$ cat src/rtl/execute_muldiv.sv
// Execute stage with operand forwarding, an ALU, and an iterative multiply/divide unit
// that stalls the pipe while it runs. The EX/MEM pipeline register is held inside this stage.
module execute_muldiv #(
  parameter int LEN          = 32,
  parameter int NB           = $clog2(LEN),
  parameter int LEN_EXEC_BUS = 14,
  parameter int LEN_MEM_BUS  = 9,
  parameter int LEN_WB_BUS   = 2
) (
  input  logic                    clk,
  input  logic                    reset,
  input  logic [LEN-1:0]          in_pc_branch,
  input  logic [LEN-1:0]          in_reg1,
  input  logic [LEN-1:0]          in_reg2,
  input  logic [LEN-1:0]          in_sign_extend,
  input  logic [NB-1:0]           in_rs,
  input  logic [NB-1:0]           in_rt,
  input  logic [NB-1:0]           in_rd,
  input  logic [NB-1:0]           in_shamt,
  input  logic [LEN_EXEC_BUS-1:0] execute_bus,
  input  logic [LEN_MEM_BUS-1:0]  memory_bus,
  input  logic [LEN_WB_BUS-1:0]   writeBack_bus,
  input  logic                    register_write_3_4,
  input  logic                    register_write_4_5,
  input  logic [NB-1:0]           rd_3_4,
  input  logic [NB-1:0]           rd_4_5,
  input  logic [LEN-1:0]          in_mem_forw,
  input  logic [LEN-1:0]          in_wb_forw,
  input  logic                    flush,
  output logic [LEN-1:0]          out_pc_branch,
  output logic [LEN-1:0]          out_alu,
  output logic [LEN-1:0]          out_reg2,
  output logic                    zero_flag,
  output logic [NB-1:0]           out_write_reg,
  output logic [LEN_MEM_BUS-1:0]  memory_bus_out,
  output logic [LEN_WB_BUS-1:0]   writeBack_bus_out,
  output logic                    stall
);

  localparam logic [2:0] MD_NONE  = 3'd0;
  localparam logic [2:0] MD_MULT  = 3'd1;
  localparam logic [2:0] MD_MULTU = 3'd2;
  localparam logic [2:0] MD_DIV   = 3'd3;
  localparam logic [2:0] MD_DIVU  = 3'd4;
  localparam logic [2:0] MD_MFHI  = 3'd5;
  localparam logic [2:0] MD_MFLO  = 3'd6;

  localparam logic [3:0] ALU_ADD  = 4'd0;
  localparam logic [3:0] ALU_SUB  = 4'd1;
  localparam logic [3:0] ALU_AND  = 4'd2;
  localparam logic [3:0] ALU_OR   = 4'd3;
  localparam logic [3:0] ALU_XOR  = 4'd4;
  localparam logic [3:0] ALU_NOR  = 4'd5;
  localparam logic [3:0] ALU_SLT  = 4'd6;
  localparam logic [3:0] ALU_SLTU = 4'd7;
  localparam logic [3:0] ALU_SLL  = 4'd8;
  localparam logic [3:0] ALU_SRL  = 4'd9;
  localparam logic [3:0] ALU_SRA  = 4'd10;
  localparam logic [3:0] ALU_LUI  = 4'd11;

  localparam logic [NB-1:0] LAST_STEP = NB'(LEN - 1);

  typedef enum logic [1:0] {IDLE, RUN, DONE} state_t;

  state_t          state;
  logic [NB-1:0]   count;
  logic [LEN-1:0]  hi, lo;
  logic [LEN-1:0]  acc_hi, acc_lo, op_b;
  logic            is_div, neg_res, rem_neg, div_zero;

  logic [2:0]      md_op;
  logic            md_start, md_signed, a_neg, b_neg;
  logic [LEN-1:0]  fwd_a, fwd_b, op1, op2, alu_res, ex_result;
  logic [LEN-1:0]  a_mag, b_mag;
  logic [NB-1:0]   dest;
  logic [LEN:0]    mul_sum, div_shift, div_diff;
  logic [2*LEN-1:0] product, prod_fix;
  logic [LEN-1:0]  quot_fix, rem_fix;
  logic            unused_bus_bits;

  assign unused_bus_bits = &{1'b0, execute_bus[5:4]};

  assign md_op     = execute_bus[13:11];
  assign md_start  = (md_op != MD_NONE) && (md_op <= MD_DIVU);
  assign md_signed = (md_op == MD_MULT) || (md_op == MD_DIV);

  // MEM beats WB when both stages target the same register; r0 never forwards.
  always_comb begin
    // NOTE: every combinational output gets a default first so no path can infer a latch.
    fwd_a = in_reg1;
    fwd_b = in_reg2;
    if (register_write_3_4 && rd_3_4 == in_rs && in_rs != '0)      fwd_a = in_mem_forw;
    else if (register_write_4_5 && rd_4_5 == in_rs && in_rs != '0) fwd_a = in_wb_forw;
    if (register_write_3_4 && rd_3_4 == in_rt && in_rt != '0)      fwd_b = in_mem_forw;
    else if (register_write_4_5 && rd_4_5 == in_rt && in_rt != '0) fwd_b = in_wb_forw;
  end

  always_comb begin
    op1 = fwd_a;
    op2 = fwd_b;
    if (execute_bus[10]) begin
      op1 = in_pc_branch;
      op2 = LEN'(1);
    end else begin
      if (execute_bus[7]) op1 = {{(LEN-NB){1'b0}}, in_shamt};
      if (execute_bus[6]) op2 = in_sign_extend;
    end
  end

  always_comb begin
    alu_res = '0;
    case (execute_bus[3:0])
      ALU_ADD:  alu_res = op1 + op2;
      ALU_SUB:  alu_res = op1 - op2;
      ALU_AND:  alu_res = op1 & op2;
      ALU_OR:   alu_res = op1 | op2;
      ALU_XOR:  alu_res = op1 ^ op2;
      ALU_NOR:  alu_res = ~(op1 | op2);
      ALU_SLT:  alu_res = {{(LEN-1){1'b0}}, $signed(op1) < $signed(op2)};
      ALU_SLTU: alu_res = {{(LEN-1){1'b0}}, op1 < op2};
      ALU_SLL:  alu_res = op2 << op1[NB-1:0];
      ALU_SRL:  alu_res = op2 >> op1[NB-1:0];
      ALU_SRA:  alu_res = $signed(op2) >>> op1[NB-1:0];
      ALU_LUI:  alu_res = op2 << (LEN / 2);
      default:  alu_res = '0;
    endcase
  end

  always_comb begin
    ex_result = alu_res;
    if (md_op == MD_MFHI)      ex_result = hi;
    else if (md_op == MD_MFLO) ex_result = lo;
    dest = in_rt;
    if (execute_bus[9])      dest = '1;
    else if (execute_bus[8]) dest = in_rd;
  end

  // Operands are iterated as magnitudes; signs are reapplied when the result is written.
  assign a_neg = md_signed & fwd_a[LEN-1];
  assign b_neg = md_signed & fwd_b[LEN-1];
  assign a_mag = a_neg ? -fwd_a : fwd_a;
  assign b_mag = b_neg ? -fwd_b : fwd_b;

  assign mul_sum   = {1'b0, acc_hi} + (acc_lo[0] ? {1'b0, op_b} : '0);
  assign div_shift = {acc_hi, acc_lo[LEN-1]};
  assign div_diff  = div_shift - {1'b0, op_b};

  assign product  = {acc_hi, acc_lo};
  assign prod_fix = neg_res ? -product : product;
  assign quot_fix = div_zero ? '1 : (neg_res ? -acc_lo : acc_lo);
  assign rem_fix  = rem_neg ? -acc_hi : acc_hi;

  assign stall = !reset && !flush && ((state == IDLE && md_start) || state == RUN);

  always_ff @(posedge clk) begin
    // NOTE: sequential state uses non-blocking assignments so every register samples pre-edge values.
    if (reset) begin
      state    <= IDLE;
      count    <= '0;
      hi       <= '0;
      lo       <= '0;
      acc_hi   <= '0;
      acc_lo   <= '0;
      op_b     <= '0;
      is_div   <= 1'b0;
      neg_res  <= 1'b0;
      rem_neg  <= 1'b0;
      div_zero <= 1'b0;
    end else if (flush) begin
      state <= IDLE;
    end else begin
      case (state)
        IDLE: if (md_start) begin
          acc_hi   <= '0;
          acc_lo   <= a_mag;
          op_b     <= b_mag;
          is_div   <= (md_op == MD_DIV) || (md_op == MD_DIVU);
          neg_res  <= a_neg ^ b_neg;
          rem_neg  <= a_neg;
          div_zero <= (fwd_b == '0);
          count    <= '0;
          state    <= RUN;
        end
        RUN: begin
          if (is_div) begin
            if (!div_diff[LEN]) begin
              acc_hi <= div_diff[LEN-1:0];
              acc_lo <= {acc_lo[LEN-2:0], 1'b1};
            end else begin
              acc_hi <= div_shift[LEN-1:0];
              acc_lo <= {acc_lo[LEN-2:0], 1'b0};
            end
          end else begin
            {acc_hi, acc_lo} <= {mul_sum, acc_lo[LEN-1:1]};
          end
          count <= count + NB'(1);
          if (count == LAST_STEP) state <= DONE;
        end
        DONE: begin
          if (is_div) begin
            hi <= rem_fix;
            lo <= quot_fix;
          end else begin
            {hi, lo} <= prod_fix;
          end
          state <= IDLE;
        end
        default: state <= IDLE;
      endcase
    end
  end

  // EX/MEM register: a bubble while stalled or flushed, the current instruction otherwise.
  always_ff @(posedge clk) begin
    if (reset || flush || stall) begin
      out_pc_branch     <= '0;
      out_alu           <= '0;
      out_reg2          <= '0;
      zero_flag         <= 1'b0;
      out_write_reg     <= '0;
      memory_bus_out    <= '0;
      writeBack_bus_out <= '0;
    end else begin
      out_pc_branch     <= in_pc_branch + in_sign_extend;
      out_alu           <= ex_result;
      out_reg2          <= fwd_b;
      zero_flag         <= (ex_result == '0);
      out_write_reg     <= dest;
      memory_bus_out    <= memory_bus;
      writeBack_bus_out <= writeBack_bus;
    end
  end

endmodule
$ cat config.mk
export PLATFORM = sky130hd
export DESIGN_NAME = execute_muldiv
export DESIGN_NICKNAME = d
export VERILOG_FILES = /design/src/rtl/execute_muldiv.sv
export SDC_FILE = /design/constraint.sdc
export NUM_CORES = 2
export LEC_CHECK = 0
export ABC_AREA = 1
export ABC_CLOCK_PERIOD_IN_PS = 7800
export CAP_MARGIN = 10
export CELL_PAD_IN_SITES_DETAIL_PLACEMENT = 0
export CELL_PAD_IN_SITES_GLOBAL_PLACEMENT = 1
export CORE_MARGIN = 3
export CORE_UTILIZATION = 43
export CTS_CLUSTER_SIZE = 25
export DETAILED_ROUTE_END_ITERATION = 6
export PLACE_DENSITY = 0.91
export SLEW_MARGIN = 20
export SYNTH_ARGS = -nofsm -noshare
export SYNTH_HDL_FRONTEND = slang
export SYNTH_SLANG_ARGS = --single-unit
$ cat constraint.sdc
create_clock -name clk -period 7.8 [get_ports clk]
set_input_delay 1.17 -clock clk [delete_from_list [all_inputs] [get_ports clk]]
set_output_delay 1.17 -clock clk [all_outputs]
set_load 0.02 [all_outputs]
==> out/qor.yml <==
global_route:
  grt_pass1_vias: 35353
  grt_max_degree: 73
  grt_pass1_wl_um: 223300
  antenna_found_initial: 8
  grtUsageTotal_pct: 37.62
  overflow: 0
place:
  place_area_um2: 36280
  portBuffers: 363
  routabilityCongestion: 1.065
  dp_hpwl_um: 121300
timing:
  final.period_utilization_pct: 86.86
  max_clock_freq_mhz: 147.6
  rsz0062_at_grt: "no"
  fin_tns_setup_ns: 0
  maxSlewViolCount: 0
  fin_crit_ns: 6.775
  setup_viol: 0
  timing.hold.ws_ns: 0.4702
  finalHoldViolCount: 0
  slew_headroom_pct: 19.82
  clock_skew_ns: 0.03915
  worst_pin_slew_ns: 1.190
route:
  dr.pass1.iters: 6
  vias: 38289
  remaining_drc_errors: 0
  first_iter_violations: 4503
  routed_wl_um: 151700
  viasPerCell: 5.784
  ant_nets: 0
  wl_per_cell_um: 22.91
clock_network:
  clock_path_buffers: 3
  htree_levels: 2
  clkTransAtPathRegs_ns: 0.06
  cts-root-buf: "clkbuf_16"
  numClockSinks: 284
  clock_latency_ns: 0.59
  cts_buffers: 37
  cts.repair.resized: 0
  cts_tree: "built"
  hold_buffers: 0
  cts_setup_buffers: 0
power:
  p_per_area_nw_per_um2: 152.4
  power.static_leakage_uw: 0.01808
  peakVddDrop_v: 0.0001671
  finalPower_uw: 5730
logic_synthesis:
  synth.distinct_cells: 65
  synth.net_count: 5848
  ys_warn_count: 0
  yosysSeqAreaShare_pct: 17.95
  yosys-mux-area-fraction_pct: 0
  avgSynthCellArea_um2: 5.894
  synth_compound_area_share_pct: 22.66
  synth_edf_count: 0
  synth.cell_area_um2: 31680
  syn_inst: 5375
  synth_top_family_by_area: "simple AND/OR/NAND/NOR gates"
  synth_ff_type: "dfxtp_1"
  synth_xor_area_share_pct: 3.290
  async_reset_ff_share_pct: 0
  synth_fa_ha_area_share_pct: 8.846
  synth.ff_latch_count: 284
  synth-simple-area-share_pct: 34.81
setup_path:
  endpoint_kind: "flop"
  cpPeakStageDelay_ns: 0.72
  start_kind: "input port"
  crit_arrival_ns: 7.30
  critical-path-slowest-cell: "o22ai_1"
  crit_top_cell: "nand2_1"
  timing_worst_setup_path_type: "input port to flop"
  critPathMaxFanout: 36
  required_ns: 8.32
cells_and_area:
  fillers: 7659
  area_delta_synth_final_pct: 18.71
  drive_gt1_share_pct: 6.130
  stdcell_area_um2: 37610
  mostFrequentLayoutCells: "1193 x nand2_1, 700 x inv_1, 575 x nand3_1"
  final_util_pct: 52.07
  final_nets: 6108
  final_common_cell: "nand2_1"
run_status:
  status: "finished, final reports clean"
floorplan:
  initial_utilization_pct: 43.87
  die_w_um: 277.4
  ios: 366
  rows: 98
  dieArea_um2: 76970
  die_y_um: 277.4
  coreArea_um2: 72220
worst_hold_path:
  hold_path_class: "flop to flop"
job:
  drv_cap: 0
## cell type report
type | count | area, µm² | area share [%]
Antenna cell | 9 | 22.52 | 0.05988
Inverter | 737 | 2768 | 7.359
Multi-Input combinational cell | 4100 | 22120 | 58.81
Tap cell | 950 | 1189 | 3.161
Timing Repair Buffer | 475 | 4519 | 12.02
Clock buffer | 50 | 1065 | 2.831
Sequential cell | 284 | 5689 | 15.13
Clock inverter | 15 | 240.2 | 0.6388
## kinds of logic (layout without fill, tap and decap cells)
family	after synthesis	count (layout)
and+or+nand+nor	2526	2526
AOI/OAI and AO/OA	1234	1234
buffers and inverters	991	1277
DFF	284	284
adders and majority gates	221	221
xor gates and xnor gates	119	119
other	0	9
## final timing paths
| kind | from | to | slack (ns) | cells after the start |
|---|---|---|---|---|
| setup / recovery | in_rs[4] | zero_flag | 1.03 | 32 |
| hold reg to reg | lo[9] | lo[9] | 0.47 | 2 |
| hold / removal | lo[9] | lo[9] | 0.47 | 2 |
| setup reg to reg | acc_lo[31] | acc_hi[28] | 2.82 | 27 |
## worst max-delay path, delay by kind of cell
family | cells | cell delay [ns]
fa+ha+maj | 1 | 0.49
buf+inv | 3 | 0.96
compound gates | 7 | 2.00
simple gates | 21 | 2.63
## power by group
part	internal, µW	switching [µW]
clock	1100	765
combinational	734	1550
sequential	1510	69.2
## routing by layer
layer / wire, µm / up-vias / share of wire [%] / global-route usage, %
li1: - / 18461 / - / -
met1: 62180 / 17588 / 41 / 48.35
met2: 66440 / 1887 / 44 / 59.39
met3: 14380 / 353 / 9.5 / 7.995
met4: 8667 / 0 / 5.7 / 19.01
met5: 0 / - / 0 / 0
## synth_stat cells, types with 45 or more instances
master,count,area (µm²)
a21oi_1,460,2302
a31oi_1,56,350.3
buf_2,53,265.3
clkbuf_1,153,574.3
dfxtp_1,284,5685
ha_1,216,2703
inv_1,703,2639
nand2_1,1194,4482
nand3_1,575,2878
nand4_1,45,281.5
nor2_1,499,1873
nor3_1,56,280.3
o211ai_1,108,810.8
o21ai_0,336,1682
o21ai_1,45,225.2
xor2_1,91,797.0
## through the flow
step,cells,setup slack (ns)
3_5_place_dp,6546,0.5364
2_1_floorplan,5375,2.760
5_1_grt,6618,0.4651
3_3_place_gp,6546,0.5374
6_report,6620,1.025
4_1_cts,6611,1.134
No activity file was read; power rests on OpenSTA's default activity.
